$ cat config.mk
export PLATFORM = sky130hd
export DESIGN_NAME = ram_dma_bridge
export DESIGN_NICKNAME = d
export VERILOG_FILES = /design/src/rtl/dma_pkg.sv /design/src/rtl/dma_line_cache.sv /design/src/rtl/ram_dma_bridge.sv
export SDC_FILE = /design/constraint.sdc
export NUM_CORES = 1
export LEC_CHECK = 0
export CAP_MARGIN = 0
export CORE_AREA = 4 4 154 156
export DETAILED_ROUTE_END_ITERATION = 8
export DIE_AREA = 0 0 158 160
export GPL_TIMING_DRIVEN = 0
export PLACE_DENSITY_LB_ADDON = 0.08
export SLEW_MARGIN = 20
export SYNTH_ARGS = -nofsm -noshare
export SYNTH_HDL_FRONTEND = slang
export SYNTH_SLANG_ARGS = --single-unit
$ cat constraint.sdc
create_clock -name clk -period 3.15 [get_ports clk]
set_input_delay 0.4725 -clock clk [delete_from_list [all_inputs] [get_ports clk]]
set_output_delay 0.4725 -clock clk [all_outputs]
set_load 0.05 [all_outputs]
$ cat src/rtl/dma_pkg.sv
// Shared definitions for the RAM-to-DMA bridge.
//   state_t  : bridge FSM states
//   RAM_WORD_WID / BUS_DATA_WID : loader halfword and bus word widths
//   sel_half : little-endian halfword select from a bus word
package dma_pkg;

    localparam int RAM_WORD_WID = 16;
    localparam int BUS_DATA_WID = 2 * RAM_WORD_WID;

    typedef enum logic [1:0] {
        ST_IDLE = 2'd0,
        ST_BUS  = 2'd1,
        ST_RESP = 2'd2,
        ST_DROP = 2'd3
    } state_t;

    // hi=0 -> low halfword (lower byte address), hi=1 -> upper halfword
    function automatic logic [RAM_WORD_WID-1:0] sel_half(
        input logic [BUS_DATA_WID-1:0] line,
        input logic                    hi
    );
        return hi ? line[BUS_DATA_WID-1:RAM_WORD_WID] : line[RAM_WORD_WID-1:0];
    endfunction

endpackage

$ cat src/rtl/dma_line_cache.sv
// One-line cache holding the last fetched bus word.
// Ports:
//   clk, rst_n        : clock, async active-low reset
//   flush             : invalidate the line; also forces the current lookup to miss
//   inval             : invalidate the line (aborted fill)
//   wr_en/wr_tag/wr_data : install a freshly fetched word
//   lookup_tag        : tag of the word being requested
//   hit               : line valid and tag matches (and no flush this cycle)
//   data              : cached word
module dma_line_cache #(
    parameter int TAG_WID  = 30,
    parameter int DATA_WID = 32
) (
    input  logic                clk,
    input  logic                rst_n,
    input  logic                flush,
    input  logic                inval,
    input  logic                wr_en,
    input  logic [TAG_WID-1:0]  wr_tag,
    input  logic [DATA_WID-1:0] wr_data,
    input  logic [TAG_WID-1:0]  lookup_tag,
    output logic                hit,
    output logic [DATA_WID-1:0] data
);

    logic               valid;
    logic [TAG_WID-1:0] tag;

    always_ff @(posedge clk or negedge rst_n) begin
        if (!rst_n) begin
            valid <= 1'b0;
            tag   <= '0;
            data  <= '0;
        end else begin
            if (flush || inval)
                valid <= 1'b0;
            else if (wr_en)
                valid <= 1'b1;
            if (wr_en) begin
                tag  <= wr_tag;
                data <= wr_data;
            end
        end
    end

    // A flush arriving in the same cycle as the lookup wins: treat as miss.
    assign hit = valid && (tag == lookup_tag) && !flush;

endmodule

$ cat src/rtl/ram_dma_bridge.sv
// Bridge between the waveform loader's halfword request interface and a
// 32-bit SoC memory port, with a one-line cache so both halfwords of a
// word cost a single bus read.
// Ports:
//   clk, rst_n              : clock, async active-low reset
//   ram_dma_addr, ram_read  : loader byte address and request level
//   ram_word, ram_valid     : returned halfword and one-cycle completion pulse
//   flush                   : invalidate the cache line and clear err
//   mem_addr, mem_req       : word-aligned physical address, request held until ack
//   mem_ack, mem_rdata      : bus completion and read data (same cycle)
//   err                     : sticky error (ack timeout or odd address)
module ram_dma_bridge #(
    parameter int                 RAM_WID        = 32,
    parameter int                 RAM_WORD_WID   = 16,
    parameter int                 BUS_DATA_WID   = 32,
    parameter logic [RAM_WID-1:0] RAM_REAL_START = '0,
    parameter int                 TIMEOUT_WID    = 16,
    parameter int                 TIMEOUT        = 1000
) (
    input  logic                    clk,
    input  logic                    rst_n,
    input  logic [RAM_WID-1:0]      ram_dma_addr,
    input  logic                    ram_read,
    output logic [RAM_WORD_WID-1:0] ram_word,
    output logic                    ram_valid,
    input  logic                    flush,
    output logic [RAM_WID-1:0]      mem_addr,
    output logic                    mem_req,
    input  logic                    mem_ack,
    input  logic [BUS_DATA_WID-1:0] mem_rdata,
    output logic                    err
);
    // Imported after the parameters so the local width parameters take
    // precedence; sel_half assumes BUS_DATA_WID == 2*RAM_WORD_WID.
    import dma_pkg::*;

    localparam int TAG_WID = RAM_WID - 2;

    state_t                  state;
    logic [TIMEOUT_WID-1:0]  cnt;
    logic [TIMEOUT_WID-1:0]  cnt_nxt;
    logic [BUS_DATA_WID-1:0] resp_data;
    logic                    resp_zero;   // respond with 0 (error path)
    logic                    resp_hi;     // upper halfword requested
    logic                    fill_kill;   // flush seen during this fill
    logic [TAG_WID-1:0]      req_tag;
    logic                    hit;
    logic [BUS_DATA_WID-1:0] line_data;
    logic                    in_bus;
    logic                    tmo;
    logic                    fill_wr;

    assign req_tag = ram_dma_addr[RAM_WID-1:2];
    assign in_bus  = (state == ST_BUS);
    assign cnt_nxt = cnt + TIMEOUT_WID'(1);
    assign tmo     = in_bus && !mem_ack && (cnt_nxt == TIMEOUT_WID'(TIMEOUT));
    // A fill is dropped from the cache if any flush touched it in flight.
    assign fill_wr = in_bus && mem_ack && !fill_kill && !flush;

    dma_line_cache #(
        .TAG_WID  (TAG_WID),
        .DATA_WID (BUS_DATA_WID)
    ) u_line (
        .clk        (clk),
        .rst_n      (rst_n),
        .flush      (flush),
        .inval      (tmo),
        .wr_en      (fill_wr),
        .wr_tag     (req_tag),
        .wr_data    (mem_rdata),
        .lookup_tag (req_tag),
        .hit        (hit),
        .data       (line_data)
    );

    always_ff @(posedge clk or negedge rst_n) begin
        if (!rst_n) begin
            state     <= ST_IDLE;
            cnt       <= '0;
            resp_data <= '0;
            resp_zero <= 1'b0;
            resp_hi   <= 1'b0;
            fill_kill <= 1'b0;
            ram_word  <= '0;
            ram_valid <= 1'b0;
            mem_addr  <= '0;
            mem_req   <= 1'b0;
            err       <= 1'b0;
        end else begin
            ram_valid <= 1'b0;
            // Error events below are later assignments and win over a
            // coincident flush.
            if (flush)
                err <= 1'b0;

            case (state)
                ST_IDLE: begin
                    if (ram_read) begin
                        resp_hi <= ram_dma_addr[1];
                        cnt     <= '0;
                        if (ram_dma_addr[0]) begin
                            err       <= 1'b1;
                            resp_zero <= 1'b1;
                            state     <= ST_RESP;
                        end else if (hit) begin
                            resp_data <= line_data;
                            resp_zero <= 1'b0;
                            state     <= ST_RESP;
                        end else begin
                            mem_addr  <= RAM_REAL_START + {req_tag, 2'b00};
                            mem_req   <= 1'b1;
                            fill_kill <= 1'b0;
                            resp_zero <= 1'b0;
                            state     <= ST_BUS;
                        end
                    end
                end

                ST_BUS: begin
                    if (flush)
                        fill_kill <= 1'b1;
                    if (mem_ack) begin
                        resp_data <= mem_rdata;
                        mem_req   <= 1'b0;
                        state     <= ST_RESP;
                    end else if (tmo) begin
                        mem_req   <= 1'b0;
                        err       <= 1'b1;
                        resp_zero <= 1'b1;
                        state     <= ST_RESP;
                    end else begin
                        cnt <= cnt_nxt;
                    end
                end

                ST_RESP: begin
                    ram_valid <= 1'b1;
                    ram_word  <= resp_zero ? '0 : sel_half(resp_data, resp_hi);
                    state     <= ST_DROP;
                end

                ST_DROP: begin
                    // Wait for the loader to release the request so a held
                    // level never completes twice.
                    if (!ram_read)
                        state <= ST_IDLE;
                end

                default: state <= ST_IDLE;
            endcase
        end
    end

endmodule

==> flow_summary.json, run 1 <==
{
  "vias_per_cell": 4.96,
  "final_common_cell": "dfrtp_1",
  "syn2layout_area_growth_pct": 28.3,
  "setup_viol": 0,
  "p_switching_uw": 3980,
  "clkPwrFrac_pct": 20.7,
  "grtUsageTotal_pct": 15.3,
  "routedWlPerCell_um": 17.1,
  "crit_required_ns": 3.45,
  "grt-ovfl-total": 0,
  "htreeDepth": 4,
  "grt_max_degree": 90,
  "layout_common_cells": "165 x dfrtp_1, 116 x clkdlybuf4s50_1, 94 x mux2_2, 52 x nor2_1, 51 x mux2i_1",
  "grt_pass1_wl_mm": 30.4,
  "clock_latency_ns": 0.42,
  "dr.pass1.iters": 5,
  "synth.ff_latch_count": 165,
  "vias": 5347,
  "path_cells": "ha_1, nand4_4, or3_1, a21oi_2, o211ai_1, nor4_2, nor2_2, a221o_1",
  "start_util_pct": 34.3,
  "die_area_um2": 25300,
  "synth_seq_area_share_pct": 53.8,
  "final_core_util_pct": 44.1,
  "synthCells": 641,
  "critical_path.max_fanout": 6,
  "tightest_slew_ns": 0.814,
  "gp_congestion": 0.798,
  "cts-root-buf": "clkbuf_16",
  "cts_buffer_depth": 2,
  "leakage_uw": 0.00414,
  "arrival_ns": 3.22,
  "io_pins": 120,
  "antenna_cells": 0,
  "die_y_um": 160,
  "rows": 55,
  "drc": 0,
  "cts_sinks": 165,
  "stdcell_area_um2": 9850,
  "synth_edf_count": 0,
  "min_path_type": "in2async",
  "critPathKind": "reg2reg",
  "core_um2": 22400,
  "period_minus_slack_ns": 2.92,
  "clk_pin_slew_ns": 0.07,
  "seq_power_share_pct": 36.0,
  "syn_area_per_cell_um2": 12.0,
  "hold_buffers": 0,
  "cpPeakStageDelay_ns": 0.60,
  "nets": 854,
  "outcome": "complete, no violations",
  "final_max_slew_viol_count": 0,
  "swShare_pct": 39.9,
  "max_freq_mhz": 342,
  "netlist_area_um2": 7680,
  "fp.dieW_um": 158,
  "pre_cts_ws_ns": -0.437,
  "drive_gt1_share_pct": 20.2,
  "portBuffers": 117,
  "grt_pass1_vias": 5704,
  "rsz0062_at_grt": "false",
  "placed_area_um2": 9250,
  "antenna_found_initial": 2,
  "end_kind": "flop",
  "cts_setup_buffers": 0,
  "slew_headroom_pct": 45.7,
  "intPower_uw": 6010,
  "wl_mm": 18.5,
  "ir_drop_v": 0.000628,
  "layout_setup_ws_ns": 0.227,
  "numCtsBuffers": 17,
  "cts_tree": "built",
  "powerDensity_nw_per_um2": 1010,
  "antenna_left": 0,
  "start_kind": "flop",
  "yosysWarnings": 0,
  "period_share_pct": 92.8,
  "dp_hpwl_mm": 13.5,
  "drv_cap": 0,
  "worst_path_max_delay_cell": "nor4_2",
  "combPwrFrac_pct": 43.3,
  "async_reset_ff_share_pct": 100,
  "skew_ns": 0.0111,
  "yosysUniqueCellTypes": 57,
  "critPathBufInv": 0,
  "drt_iter0_markers": 152,
  "setup_tns_ns": 0,
  "synth_top_flop_cell": "dfrtp_1",
  "critical_path.top_delay_family": "simple AND/OR/NAND/NOR gates",
  "hold_viol_final": 0
}
-- cell families after synthesis --
logic type / Yosys count / share of synthesized area [%]
other: 1 / 0.0488
AOI/OAI and AO/OA: 93 / 8.02
DFF: 165 / 53.8
buffers and inverters: 64 / 3.70
adders and majority gates: 6 / 0.977
muxes: 145 / 20.4
xor gates and xnor gates: 37 / 4.22
and+or+nand+nor: 130 / 8.85
-- path summary, 6_finish.rpt --
check                      cells after the start            start               to  slack [ns]
hold reg to reg                                1  u_line.data[19]  u_line.data[19]        0.51
min in group clk                               1  u_line.data[19]  u_line.data[19]        0.51
hold / removal                                 1            rst_n      ram_word[9]        0.03
setup reg to reg                               8           cnt[0]           cnt[3]        0.23
max in group asynchronous                      2            rst_n      mem_addr[3]        2.31
setup / recovery                               8           cnt[0]           cnt[3]        0.23
-- cell usage after synthesis, types with 2 or more instances --
master / count / share of area [%]
dfrtp_1: 165 / 54
mux2_2: 94 / 14
nor2_1: 52 / 2.5
mux2i_1: 51 / 6.6
a21oi_1: 37 / 2.4
inv_1: 27 / 1.3
clkbuf_1: 24 / 1.2
xnor2_1: 22 / 2.5
nand2_1: 19 / 0.93
o22ai_1: 17 / 1.4
xor2_1: 15 / 1.7
nand3_1: 11 / 0.72
nor3_1: 9 / 0.59
nor4_1: 9 / 0.73
o21ai_0: 7 / 0.46
buf_4: 6 / 0.59
ha_1: 6 / 0.98
a22o_1: 5 / 0.57
nand2b_1: 5 / 0.41
nand4_1: 5 / 0.41
a21o_1: 4 / 0.39
buf_2: 4 / 0.26
and2_1: 3 / 0.24
nor4_2: 3 / 0.49
o211ai_1: 3 / 0.29
a211o_1: 2 / 0.23
a21boi_0: 2 / 0.20
a221o_1: 2 / 0.26
and3_1: 2 / 0.16
buf_6: 2 / 0.29
o2bb2ai_1: 2 / 0.23
-- stage by stage --
stage | hold slack [ns] | cells | total power, uW
6_report | 0.0280 | 1077 | 9990
5_1_grt | 0.0905 | 1077 | 10700
4_1_cts | 0.0868 | 1077 | 10100
3_5_place_dp | 0.490 | 1045 | 7980
3_3_place_gp | 0.488 | 1044 | 7870
2_1_floorplan | 0.177 | 642 | 6580
-- worst reg2reg max path, stage by stage (launching register included) --
cell	delay, ns
dfrtp_1	0.45
ha_1	0.33
nand4_4	0.18
or3_1	0.39
a21oi_2	0.21
o211ai_1	0.13
nor4_2	0.60
nor2_2	0.18
a221o_1	0.34
-- timing repair --
action,CTS,global route
gates resized for setup,1,5
setup endpoints to repair,1,32
pin swaps,0,0
-- flip-flops by register name, indices dropped and copies added, names as in the netlist --
register and cells:
resp_data 32, mem_req 1, resp_zero 1, fill_kill 1, u_line.data 32, u_line.valid 1
state 2, mem_addr 30, err 1, cnt 16, resp_hi 1, ram_valid 1
ram_word 16, u_line.tag 30
-- cell type report --
| class | count | area [um2] |
|---|---|---|
| Buffer | 37 | 185 |
| Timing Repair Buffer | 118 | 1200 |
| Tap cell | 285 | 357 |
| Sequential cell | 165 | 4130 |
| Fill cell | 2083 | 12500 |
| Clock buffer | 17 | 425 |
| Inverter | 27 | 101 |
| Multi-Input combinational cell | 413 | 3290 |
| Clock inverter | 15 | 164 |
-- power by group through the flow --
stage	Sequential, uW	Clock [uW]	Combinational, uW
after global routing	3720	2220	4720
after CTS	3610	2140	4380
after global placement	3610	0	4260
after detailed placement	3640	0	4340
final	3600	2070	4320
after floorplan	4460	0	2120
-- routing by layer --
metal	up-vias	share of wire, %	track usage [%]
met1	2667	46	20.7
met2	113	47	23.8
li1	2539	-	-
met4	4	1.2	4.07
met3	24	5.6	4.80
met5	-	0.15	0
Power figures use the tool's default switching activity.
==> inputs of run 2 (changes only) <==
Settings changed: CORE_AREA 4 4 154 156 to 4 4 153 155, DIE_AREA 0 0 158 160 to 0 0 157 159, SYNTH_HIERARCHICAL set to 1.
==> flow_summary.json, run 2 <==
{
  "antenna_found_initial": 0,
  "layout_common_cells": "165 x dfrtp_1, 116 x clkdlybuf4s50_1, 93 x mux2_2, 52 x mux2i_1, 39 x nor2_1",
  "rows": 54,
  "arrival_ns": 3.26,
  "crit_required_ns": 3.49,
  "dp.cells": 1023,
  "start_util_pct": 34.9,
  "routedWlPerCell_um": 17.4,
  "synth.ff_latch_count": 165,
  "netlist_area_um2": 7620,
  "nets": 838,
  "yosysTopAreaCell": "dfrtp_1",
  "setup_viol": 0,
  "period_minus_slack_ns": 2.92,
  "netlist.area_leader.share_pct": 54.2,
  "cts_buffer_depth": 2,
  "grtUsageTotal_pct": 15.1,
  "max_freq_mhz": 342,
  "wl_met3_um": 783,
  "syn2layout_area_growth_pct": 28.6,
  "rsz0062_at_grt": "true",
  "setup_tns_ns": 0,
  "antenna_cells": 0,
  "reg2regPathDepth": 8,
  "netlist_top_cells_count": "165 x dfrtp_1, 93 x mux2_2, 52 x mux2i_1",
  "antenna_left": 0,
  "synth_edf_count": 0,
  "totalPowerFinal_uw": 9880,
  "final_cells": 1055,
  "grt_max_degree": 96,
  "powerDensity_nw_per_um2": 1010,
  "numCtsBuffers": 17,
  "syn_area_per_cell_um2": 12.2,
  "n_fill_cell": 2025,
  "worst_hold_slack_ns": 0.0909,
  "synth_top_flop_cell": "dfrtp_1",
  "dp_hpwl_mm": 13.2,
  "skew_ns": 0.0125,
  "cts_tree": "built",
  "period_share_pct": 92.7,
  "htreeDepth": 4,
  "min_path_type": "in2async",
  "route.top_layer_used": "met4",
  "final_max_slew_viol_count": 0,
  "critPathLaunch": "ram_dma_addr[28]",
  "grt_pass1_vias": 5662,
  "leakage_uw": 0.00408,
  "met1_length_mm": 8.44,
  "vias_per_cell": 4.94,
  "grt_pass1_wl_mm": 29.8,
  "synth_seq_area_share_pct": 54.2,
  "multi_input_area_um2": 3240,
  "slew_headroom_pct": 27.8,
  "drt_iter0_markers": 206,
  "portBuffers": 117,
  "hold_viol_final": 0,
  "core_um2": 21800,
  "critical_path.max_fanout": 10,
  "wl_met2_mm": 8.82,
  "drc": 0,
  "crit-reg2reg-launch": "cnt[0]",
  "final_common_cell": "dfrtp_1",
  "post-synth-top-count-cell": "dfrtp_1",
  "start_kind": "input pin",
  "critPathKind": "in2reg",
  "cts-root-buf": "clkbuf_16",
  "die_area_um2": 25000,
  "grt-ovfl-total": 0,
  "async_reset_ff_share_pct": 100,
  "end_kind": "flop",
  "top_regs": "resp_data: 32 flops, u_line/data: 32 flops",
  "drive_gt1_share_pct": 21.0,
  "fp.dieW_um": 157,
  "io_pins": 120,
  "yosysUniqueCellTypes": 56,
  "die_y_um": 159,
  "tightest_slew_ns": 1.07,
  "gp_congestion": 0.785,
  "clock_latency_ns": 0.43,
  "drv_cap": 0,
  "dr.pass1.iters": 4,
  "vias": 5215,
  "yosysWarnings": 6,
  "ir_drop_v": 0.000470,
  "clk_pin_slew_ns": 0.06,
  "cts_sinks": 165,
  "wl_mm": 18.3,
  "regArea_um2": 4130,
  "yosys-top-cells-area": "dfrtp_1 54%, mux2_2 14%, mux2i_1 6.8%, xor2_1 2.6%, a21oi_1 2.4%",
  "synthCells": 624,
  "outcome": "complete, no violations"
}
## run 2: changes by cell type after synthesis, sizes merged, moves of 3 or more
| cell | delta |
|---|---|
| o311ai | +4 |
| xor2 | +8 |
| o31ai | +5 |
| buf | +3 |
| o21ai | -3 |
| a22o | -5 |
| and2 | -3 |
| a21o | -3 |
| nand2 | -6 |
| nor4 | -4 |
| xnor2 | -7 |
| nor2 | -12 |
| nand4 | +3 |
| clkbuf | -5 |
## run 2: final cells by class
class                           count  share of cell area (%)
Sequential cell                   165                    42.1
Multi-Input combinational cell    400                    33.0
Timing Repair Buffer              118                    12.3
Clock buffer                       20                    4.76
Tap cell                          280                    3.58
Buffer                             35                    1.77
Clock inverter                     12                    1.46
Inverter                           25                   0.958
## run 2: worst paths after layout
path                              endpoint  slack, ns
min in group clk           u_line/data[15]       0.51
max in group asynchronous              err       2.22
min reg2reg                u_line/data[15]       0.51
max                          resp_data[21]       0.23
min                        u_line/data[13]       0.09
max reg2reg                       state[0]       0.24
## run 2: report_power, final
group	switching (uW)	internal, uW	total [uW]
clock	889	1250	2140
sequential	510	3050	3560
combinational	2430	1750	4180
## run 2: cell families after synthesis
group | share of synthesized area (%)
flops | 54.2
mux | 20.6
simple gates | 8.56
compound gates | 7.70
buf+inv | 3.40
xor+xnor | 4.37
fa+ha+maj | 1.15
other cells | 0.0492
## run 2: layer usage
layer	track usage, %	vias up
met3	3.83	19
met2	24.6	90
met4	4.77	0
met1	19.7	2607
met5	0	-
li1	-	2499
## run 2: stage by stage
| step | setup slack, ns | cell area, um2 | util (%) |
|---|---|---|---|
| 6_report | 0.229 | 9800 | 44.9 |
| 2_1_floorplan | 0.651 | 7620 | - |
| 3_3_place_gp | -5.43 | 9140 | 41.9 |
| 4_1_cts | 0.0109 | 9790 | 44.9 |
| 3_5_place_dp | -0.663 | 9180 | 42.0 |
| 5_1_grt | -0.0391 | 9800 | 44.9 |
## run 2: timing repair
item                                    in CTS  in global routing
hold buffers                                 0                  0
endpoints found under the setup margin      32                 37
resized for setup                            1                 14
buffers inserted                             0                  0
pin swaps                                    0                  1
## run 2: critical path: stages
cell,delay (ns)
clkdlybuf4s50_1,0.49
xor2_1,0.20
nor4_1,0.32
nand4_1,0.19
nor4_2,0.45
nand3b_1,0.15
a21oi_2,0.42
clkbuf_2,0.37
nor2_1,0.07
a21oi_1,0.12
==> inputs of run 3 (changes only) <==
Settings changed: GPL_TIMING_DRIVEN 0 to unset.
==> flow_summary.json, run 3 (synthesized netlist as in run 2, its figures left out) <==
{
  "antenna_cells": 0,
  "start_util_pct": 34.9,
  "critPathBufInv": 2,
  "die_area_um2": 25000,
  "swShare_pct": 38.2,
  "final_max_slew_viol_count": 0,
  "hold_end": "u_line/data[22]",
  "htreeDepth": 4,
  "antenna_found_initial": 0,
  "reg2regPathDepth": 10,
  "r2r_end": "cnt[15]",
  "slew_headroom_pct": 35.1,
  "numCtsBuffers": 17,
  "cts_buffer_depth": 2,
  "min_path_type": "reg2reg",
  "critPathKind": "reg2reg",
  "min_path_cells": 1,
  "placed_area_um2": 9200,
  "n_fill_cell": 2013,
  "post_cts.resized_instances": 0,
  "crit_required_ns": 3.45,
  "skew_ns": 0.0156,
  "stdcell_area_um2": 9840,
  "clkPwrFrac_pct": 22.1,
  "p_switching_uw": 3800,
  "grtUsageTotal_pct": 14.4,
  "critical_path.max_fanout": 8,
  "max_freq_mhz": 366,
  "tightest_slew_ns": 0.973,
  "dr.pass1.iters": 5,
  "powerDensity_nw_per_um2": 1010,
  "intPower_uw": 6150,
  "start_kind": "flop",
  "gp_congestion": 0.815,
  "r2r_slack_ns": 0.42,
  "wl_mm": 17.4,
  "period_minus_slack_ns": 2.73,
  "portBuffers": 117,
  "grt_pass1_vias": 5461,
  "setup_tns_ns": 0,
  "cts-root-buf": "clkbuf_16",
  "outcome": "complete, no violations",
  "path_cells": "ha_1, nand4_1, buf_4, xnor2_1, and3_1, o221ai_1, nor3_4, buf_4, o21a_4, a211o_1",
  "clk_pin_slew_ns": 0.06,
  "drv_cap": 0,
  "drt_iter0_markers": 169,
  "clock_latency_ns": 0.42,
  "leakage_uw": 0.00407,
  "layout_common_cells": "165 x dfrtp_1, 116 x clkdlybuf4s50_1, 93 x mux2_2, 52 x mux2i_1, 39 x nor2_1",
  "cts_tree": "built",
  "rows": 54,
  "nets": 821,
  "final_common_cell": "dfrtp_1",
  "die_y_um": 159,
  "rsz0062_at_grt": "false",
  "drc": 0,
  "period_share_pct": 86.7,
  "antenna_left": 0,
  "vias": 5190,
  "worst_path_max_delay_cell": "dfrtp_1",
  "io_pins": 120,
  "cts_sinks": 165,
  "ir_drop_v": 0.000551,
  "combPwrFrac_pct": 41.8,
  "grt-ovfl-total": 0,
  "arrival_ns": 3.03,
  "end_kind": "flop",
  "crit-reg2reg-launch": "cnt[1]",
  "path_common_cell": "buf_4",
  "vias_per_cell": 5.00,
  "routedWlPerCell_um": 16.8,
  "core_um2": 21800,
  "dp_hpwl_mm": 12.3,
  "fp.dieW_um": 157,
  "critical_path.top_delay_family": "compound AO/OA/AOI/OAI gates",
  "seq_power_share_pct": 36.2,
  "hold_viol_final": 0,
  "cpPeakStageDelay_ns": 0.45,
  "top_regs": "resp_data: 32 flops, u_line/data: 32 flops",
  "worstHoldStart": "u_line/data[22]",
  "grt_pass1_wl_mm": 28.9,
  "drive_gt1_share_pct": 21.1,
  "syn2layout_area_growth_pct": 29.1,
  "setup_viol": 0,
  "grt_max_degree": 64
}
## run 3: cell types whose count changed in the layout (fill, tap and decap cells not counted), sizes merged
cell,before,now
inv,29,31
bufinv,2,3
clkinv,3,2
clkbuf,40,19
dlygate4sd3,0,1
clkinvlp,3,2
buf,17,19
## run 3: area by class of cell
class                           count  area (um2)  share of cell area [%]
Tap cell                          280         350                    3.56
Timing Repair Buffer              136        1380                    14.0
Multi-Input combinational cell    400        3260                    33.1
Sequential cell                   165        4130                    42.0
Clock buffer                       19         433                    4.40
Inverter                           25        93.8                   0.954
Clock inverter                     13         190                    1.93
## run 3: power groups by stage
stage | Sequential [uW] | Clock, uW | Combinational, uW
after detailed placement | 3640 | 0 | 4220
after CTS | 3610 | 2260 | 4230
after global placement | 3610 | 0 | 4130
final | 3600 | 2190 | 4160
after global routing | 3710 | 2360 | 4520
after floorplan | 4390 | 0 | 2060
## run 3: how the worst max path moves through the flow
stage                                 from       endpoint  slack, ns  cells past startpoint
after floorplan                     cnt[0]         cnt[1]       0.65                      7
after global placement    ram_dma_addr[28]  resp_data[28]       0.14                     10
after detailed placement  ram_dma_addr[28]  resp_data[14]       0.11                     10
after CTS                           cnt[1]         cnt[1]       0.23                      9
after global routing                cnt[1]         cnt[3]       0.19                      9
final                               cnt[1]        cnt[15]       0.42                     10
## run 3: worst register-to-register path, cell delays in order (launching register included)
cell and delay, ns:
dfrtp_1 0.45, ha_1 0.28, nand4_1 0.16, buf_4 0.20, xnor2_1 0.11, and3_1 0.19
o221ai_1 0.38, nor3_4 0.11, buf_4 0.19, o21a_4 0.26, a211o_1 0.29
## run 3: timing repair
item	CTS	global route
endpoints found under the setup margin	0	2
hold endpoints to repair	40	0
setup buffers	0	1
hold buffers	1	0
## run 3: per-layer routing
layer	wire length (um)	global-route usage, %
met1	7870	18.8
met2	8390	23.2
met3	928	4.73
met4	233	3.83
met5	0	0
## run 3: through the flow
step	total power (uW)	utilization, %	std cells	setup slack [ns]	hold WS, ns
3_5_place_dp	7860	42.1	1004	0.114	0.442
2_1_floorplan	6450	-	625	0.651	0.177
4_1_cts	10100	45.0	1037	0.230	0.509
3_3_place_gp	7740	42.1	1004	0.142	0.436
5_1_grt	10600	45.1	1038	0.194	0.514
6_report	9950	45.1	1038	0.417	0.504
